===== src/rtl/regfile_np_if.sv =====
//==============================================================================
// Module      : regfile_np_if
// Description : Write-port and read-port bundle for the regfile_np register file.
// Revision    : 1.0 - initial release
//==============================================================================
`default_nettype none

interface regfile_np_if #(
    parameter int WIDTH = 64,
    parameter int DEPTH = 32,
    parameter int NRD   = 2
);
    localparam int AW = $clog2(DEPTH);

    logic                      wr_en;
    logic [AW-1:0]             wr_addr;
    logic [WIDTH-1:0]          wr_data;
    logic [NRD-1:0][AW-1:0]    rd_addr;
    logic [NRD-1:0][WIDTH-1:0] rd_data;

    modport master (
        output wr_en, wr_addr, wr_data, rd_addr,
        input  rd_data
    );

    modport slave (
        input  wr_en, wr_addr, wr_data, rd_addr,
        output rd_data
    );
endinterface

`default_nettype wire


===== src/rtl/regfile_np.sv =====
//==============================================================================
// Module      : regfile_np
// Description : DEPTH x WIDTH register file, one synchronous write port, NRD
//               combinational mux-tree read ports, hardwired zero register.
//               Define REGFILE_BYPASS_EN for write-through forwarding.
// Revision    : 1.0 - initial release
//==============================================================================
`default_nettype none

module regfile_np #(
    parameter int WIDTH    = 64,
    parameter int DEPTH    = 32,
    parameter int NRD      = 2,
    parameter int ZERO_IDX = 31
) (
    input  wire logic        clk,
    input  wire logic        reset,
    regfile_np_if.slave      bus
);
    localparam int            AW         = $clog2(DEPTH);
    localparam bit            c_HAS_ZERO = (ZERO_IDX >= 0) && (ZERO_IDX < DEPTH);
    localparam logic [AW-1:0] c_ZADDR    = AW'(ZERO_IDX);

    logic [WIDTH-1:0]          r_mem [DEPTH];
    logic                      w_wr_zero;
    logic                      w_wr_ok;
    logic [NRD-1:0][WIDTH-1:0] w_rd_data;

    assign w_wr_zero = c_HAS_ZERO && (bus.wr_addr == c_ZADDR);
    assign w_wr_ok   = bus.wr_en && !w_wr_zero;

    // Reset has priority over a concurrent write.
    always_ff @(posedge clk) begin
        if (reset) begin
            for (int i = 0; i < DEPTH; i++) begin
                r_mem[i] <= '0;
            end
        end else if (w_wr_ok) begin
            r_mem[bus.wr_addr] <= bus.wr_data;
        end
    end

    generate
        for (genvar p = 0; p < NRD; p++) begin : g_rd
            logic [WIDTH-1:0] w_node [DEPTH];
            logic [WIDTH-1:0] w_port;
            logic             w_rd_zero;

            assign w_rd_zero = c_HAS_ZERO && (bus.rd_addr[p] == c_ZADDR);

            // Level l folds pairs of nodes using address bit l; node 0 ends as the result.
            always_comb begin
                for (int i = 0; i < DEPTH; i++) begin
                    w_node[i] = r_mem[i];
                end
                for (int l = 0; l < AW; l++) begin
                    for (int i = 0; i < (DEPTH >> (l + 1)); i++) begin
                        w_node[i] = bus.rd_addr[p][l] ? w_node[2*i+1] : w_node[2*i];
                    end
                end
            end

`ifdef REGFILE_BYPASS_EN
            logic w_byp;
            assign w_byp  = w_wr_ok && !reset && (bus.rd_addr[p] == bus.wr_addr);
            assign w_port = w_rd_zero ? '0 : (w_byp ? bus.wr_data : w_node[0]);
`else
            assign w_port = w_rd_zero ? '0 : w_node[0];
`endif
            assign w_rd_data[p] = w_port;
        end
    endgenerate

    assign bus.rd_data = w_rd_data;
endmodule

`default_nettype wire


===== src/flat_wrapper.sv =====
// flat-port wrapper written by rule: the top's interface ports become plain ports
module regfile_np_flat 
#(
    parameter int WIDTH    = 64,
    parameter int DEPTH    = 32,
    parameter int NRD      = 2,
    parameter int ZERO_IDX = 31
)
  (clk, reset, bus_wr_en, bus_wr_addr, bus_wr_data, bus_rd_addr, bus_rd_data);
  regfile_np_if #(.WIDTH(WIDTH), .DEPTH(DEPTH), .NRD(NRD)) bus_i ();
  input  wire logic clk;
  input  wire logic reset;
  input wire logic [$bits(bus_i.wr_en)-1:0] bus_wr_en;
  input wire logic [$bits(bus_i.wr_addr)-1:0] bus_wr_addr;
  input wire logic [$bits(bus_i.wr_data)-1:0] bus_wr_data;
  input wire logic [$bits(bus_i.rd_addr)-1:0] bus_rd_addr;
  output wire logic [$bits(bus_i.rd_data)-1:0] bus_rd_data;
  assign bus_i.wr_en = bus_wr_en;
  assign bus_i.wr_addr = bus_wr_addr;
  assign bus_i.wr_data = bus_wr_data;
  assign bus_i.rd_addr = bus_rd_addr;
  assign bus_rd_data = bus_i.rd_data;
  regfile_np #(.WIDTH(WIDTH), .DEPTH(DEPTH), .NRD(NRD), .ZERO_IDX(ZERO_IDX)) u_core (.clk(clk), .reset(reset), .bus(bus_i));
endmodule

===== config.mk =====
export PLATFORM = sky130hd
export DESIGN_NAME = regfile_np_flat
export DESIGN_NICKNAME = d
export VERILOG_FILES = /design/src/rtl/regfile_np_if.sv /design/src/rtl/regfile_np.sv /design/src/flat_wrapper.sv
export SDC_FILE = /design/constraint.sdc
export NUM_CORES = 2
export LEC_CHECK = 0
export ABC_AREA = 1
export CAP_MARGIN = 40
export CELL_PAD_IN_SITES_DETAIL_PLACEMENT = 0
export CELL_PAD_IN_SITES_GLOBAL_PLACEMENT = 2
export CORE_MARGIN = 1.5
export CORE_UTILIZATION = 38
export CTS_BUF_LIST = sky130_fd_sc_hd__clkbuf_16
export DETAILED_ROUTE_END_ITERATION = 8
export PLACE_DENSITY = 0.87
export SYNTH_ARGS = -nofsm -noshare
export SYNTH_HDL_FRONTEND = slang
export SYNTH_SLANG_ARGS = --single-unit

===== constraint.sdc =====
create_clock -name clk -period 3.9 [get_ports clk]
set_input_delay 0.585 -clock clk [delete_from_list [all_inputs] [get_ports clk]]
set_output_delay 0.585 -clock clk [all_outputs]
set_load 0.05 [all_outputs]

==> metrics.log <==
INFO  metric outcome = completed
INFO  metric timing.critical_path.fanout_max = 20
INFO  metric clkSinkCount = 2048
INFO  metric finish.net_count = 14336
INFO  metric critPathArrivalTime = 3.21 ns
INFO  metric synth-xor-area-share = 0%
INFO  metric grt_antenna_before_repair = 10
INFO  metric cp_common_cell = nand2_1
INFO  metric wl = 518000 µm
INFO  metric swShare = 29.5%
INFO  metric grt_overflow = 0
INFO  metric area_of_the_multi_input_gates = 45500 µm²
INFO  metric yosys_warnings = 0
INFO  metric buffer_depth_of_the_longest_clock_path = 4
INFO  metric cp_slowest_cell = clkdlybuf4s50_1
INFO  metric setup.worst_path.start_class = input port
INFO  metric netlist_instances = 14443
INFO  metric fp.dieArea = 300000 µm²
INFO  metric hpwl = 282000 µm
INFO  metric vdd_drop_max = 0.409 mV
INFO  metric synth.cell_area = 113000 µm²
INFO  metric gp_congestion = 0.853
INFO  metric crit_path_end_kind = output pin
INFO  metric drtPass1Iterations = 9
INFO  metric grt_pass1_vias = 98881
INFO  metric netlist_top_cells_area = edfxtp_1 55%, nand2_1 14%, nor2_1 12%, nand3_1 9.4%, o21ai_0 3.2%
INFO  metric post_detailed_route_via_to_cell_ratio = 5.75
INFO  metric remaining_drc_errors = 0
INFO  metric fp.dieW = 547 µm
INFO  metric critical-path-max-stage-delay = 0.57 ns
INFO  metric post_synth_top_area_share = 54.6%
INFO  metric power.combinational.fraction = 16.2%
INFO  metric clk_root_buffer_cell = clkbuf_16
INFO  metric unrepaired_setup_endpoints_after_global_routing = false
INFO  metric quantity_of_i_o_buffers_inserted_on_ports = 209
INFO  metric layout.cells.most_common_list = 4236 x nand2_1, 3543 x nor2_1, 2122 x nand3_1
INFO  metric clock_edge_transition_at_the_registers_on_the_reported_setup_and_hold_paths = 0.06 ns
INFO  metric synth_seq_area_share = 54.6%
INFO  metric cts_setup_buffers = 0
INFO  metric final_hold_vios = 0
INFO  metric yosys.area.top_type = edfxtp_1
INFO  metric slew-limit-headroom = 39.3%
INFO  metric finalHoldWorstSlack = 0.482 ns
INFO  metric initial_core_util = 38.3%
INFO  metric largest-register = u_core.r_mem
INFO  metric largest_family_of_logic_cells_by_synthesized_area = simple AND/OR/NAND/NOR gates
INFO  metric yosys_most_used_dff = edfxtp_1
INFO  metric tritoncts.num_buffers = 237
INFO  metric placementRows = 199
INFO  metric die_y = 547 µm
INFO  metric count_of_flip_flops_with_a_built_in_enable_after_synthesis = 2048
INFO  metric worstSetupPathType = in2out
INFO  metric proportion_of_synthesized_flip_flops_having_asynchronous_set_or_reset = 0%
INFO  metric drive_above_1_share = 7.81%
INFO  metric area_growth_syn_to_layout = 16.7%
INFO  metric tightest_slew = 0.910 ns
INFO  metric proportion_of_power_drawn_by_flip_flops_and_latches = 45.3%
INFO  metric largest_register_ffs = 2048
INFO  metric timing.setup.tns = 0 ns
INFO  metric synth_simple_gate_area_share = 35.6%
INFO  metric maxCapViolations = 0
INFO  metric synthMuxAreaShare = 0%
INFO  metric tritoncts = done
INFO  metric nFillCells = 28862
INFO  metric maxSlewViolCount = 0
INFO  metric grt_start_max_net_pins = 96
INFO  metric synth.avg_cell_area = 7.80 µm²
INFO  metric drtAntennaViolNets = 0
INFO  metric worst_ep_required_time = 3.31 ns
INFO  metric p_clk_share = 38.5%
INFO  metric route.detailed.wl_per_inst = 28.2 µm
INFO  metric period_utilisation_layout = 97.3%
INFO  metric p_int = 40.6 mW
INFO  metric design.core.area = 294000 µm²
INFO  metric power.net_switching = 16.9 mW
INFO  metric final_common_cell = nand2_1
INFO  metric synth.distinct_cells = 23
INFO  metric ys_seq_elements = 2048
INFO  metric clock.fmax = 0.263 GHz
INFO  metric initialDrtViolationCount = 15171
INFO  metric top_level_ports = 210
INFO  metric final.min_clock_period = 3.80 ns
INFO  metric timing.hold.worst.class = in2reg
INFO  metric depth_of_the_cts_h_tree = 4
INFO  metric reg_top3 = u_core.r_mem: 2048 flops
INFO  metric synth_compound_area_share = 4.14%
INFO  metric synth_fa_ha_area_share = 0%
INFO  metric power_leakage = 54.6 nW
INFO  metric pwr_per_cell_area = 437 nW/µm²
INFO  metric regArea = 61500 µm²
INFO  metric gr-usage-all-layers = 33.6%
INFO  metric grt_first_pass_wirelength = 732000 µm
INFO  metric min_delay_path_depth = 3
INFO  metric final-setup-viol-count = 0
INFO  metric vias = 105687
INFO  metric worstPathCellList = clkdlybuf4s50_1, buf_4, nand2_1, inv_8, buf_12, nand3_1, nand2_1, nor2_1, nand2_1, nand2_1, nor2_2, buf_4, buf_12
critical path: cells and delay by family:
family / cells / cell delay, ns
buffers and inverters: 6 / 1.68
and+or+nand+nor: 7 / 0.94
per-layer routing:
metal | up-vias | global-route usage, % | share of wire [%]
li1 | 46995 | - | -
met1 | 51014 | 44.8 | 39
met2 | 6462 | 53.6 | 45
met3 | 1214 | 5.02 | 10
met4 | 2 | 16.2 | 5.3
met5 | - | 0 | 0.0025
power groups by stage:
stage          registers [mW]  clock network (mW)  logic [mW]
3_5_place_dp             26.5                   0        9.13
2_1_floorplan            26.4                   0        4.97
4_1_cts                  26.0                22.3        9.16
5_1_grt                  26.2                23.0        9.84
6_report                 26.1                22.2        9.30
3_3_place_gp             26.5                   0        8.96
Yosys cell counts (8+ instances only):
| cell | number |
|---|---|
| o211ai_1 | 38 |
| a21oi_1 | 153 |
| nor2_1 | 3546 |
| inv_2 | 8 |
| nand3_1 | 2124 |
| edfxtp_1 | 2048 |
| inv_1 | 215 |
| nand2_1 | 4296 |
| o21ai_0 | 720 |
| buf_1 | 106 |
| clkbuf_1 | 658 |
| buf_2 | 507 |
cell type report:
cell class	instances	area share [%]
sequential	2048	46.8
multi-input combinational	10951	34.6
timing repair buffer	790	8.47
clock buffer	240	4.57
tap	3919	3.73
clock inverter	193	1.10
inverter	226	0.711
antenna	8	0.0152
what timing repair did:
| item | 4_1_cts | 5_1_grt |
|---|---|---|
| hold buffers | 1 | 0 |
| endpoints found under the hold margin | 8 | 0 |
| endpoints found under the setup margin | 0 | 1 |
| gates resized for setup | 0 | 1 |
cell families (layout without fill, tap and decap cells):
logic type / Yosys count / count (layout)
other: 1 / 72
buffers and inverters: 1507 / 1449
flip-flops: 2048 / 2048
AND/OR/NAND/NOR: 9975 / 9975
AO/OA/AOI/OAI: 912 / 912
metrics by stage:
| stage | cell area (µm²) | std cells | worst slack [ns] | utilization (%) | power [mW] |
|---|---|---|---|---|---|
| 4_1_cts | 131000 | 18367 | 0.0705 | 44.7 | 57.5 |
| 3_3_place_gp | 123000 | 17878 | 0.0689 | 41.6 | 35.4 |
| 5_1_grt | 131000 | 18368 | 0.0772 | 44.7 | 59.1 |
| 2_1_floorplan | 113000 | 14506 | 0.484 | - | 31.3 |
| 3_5_place_dp | 124000 | 17933 | 0.0801 | 42.1 | 35.6 |
| 6_report | 131000 | 18375 | 0.103 | 44.7 | 57.5 |
final timing paths:
| kind | start | to | slack, ns |
|---|---|---|---|
| worst min-delay path | bus_wr_data[46] | u_core.r_mem[17][46] | 0.48 |
| worst max-delay path | bus_rd_addr[8] | bus_rd_data[71] | 0.10 |
(Power assumes the default switching activity.)
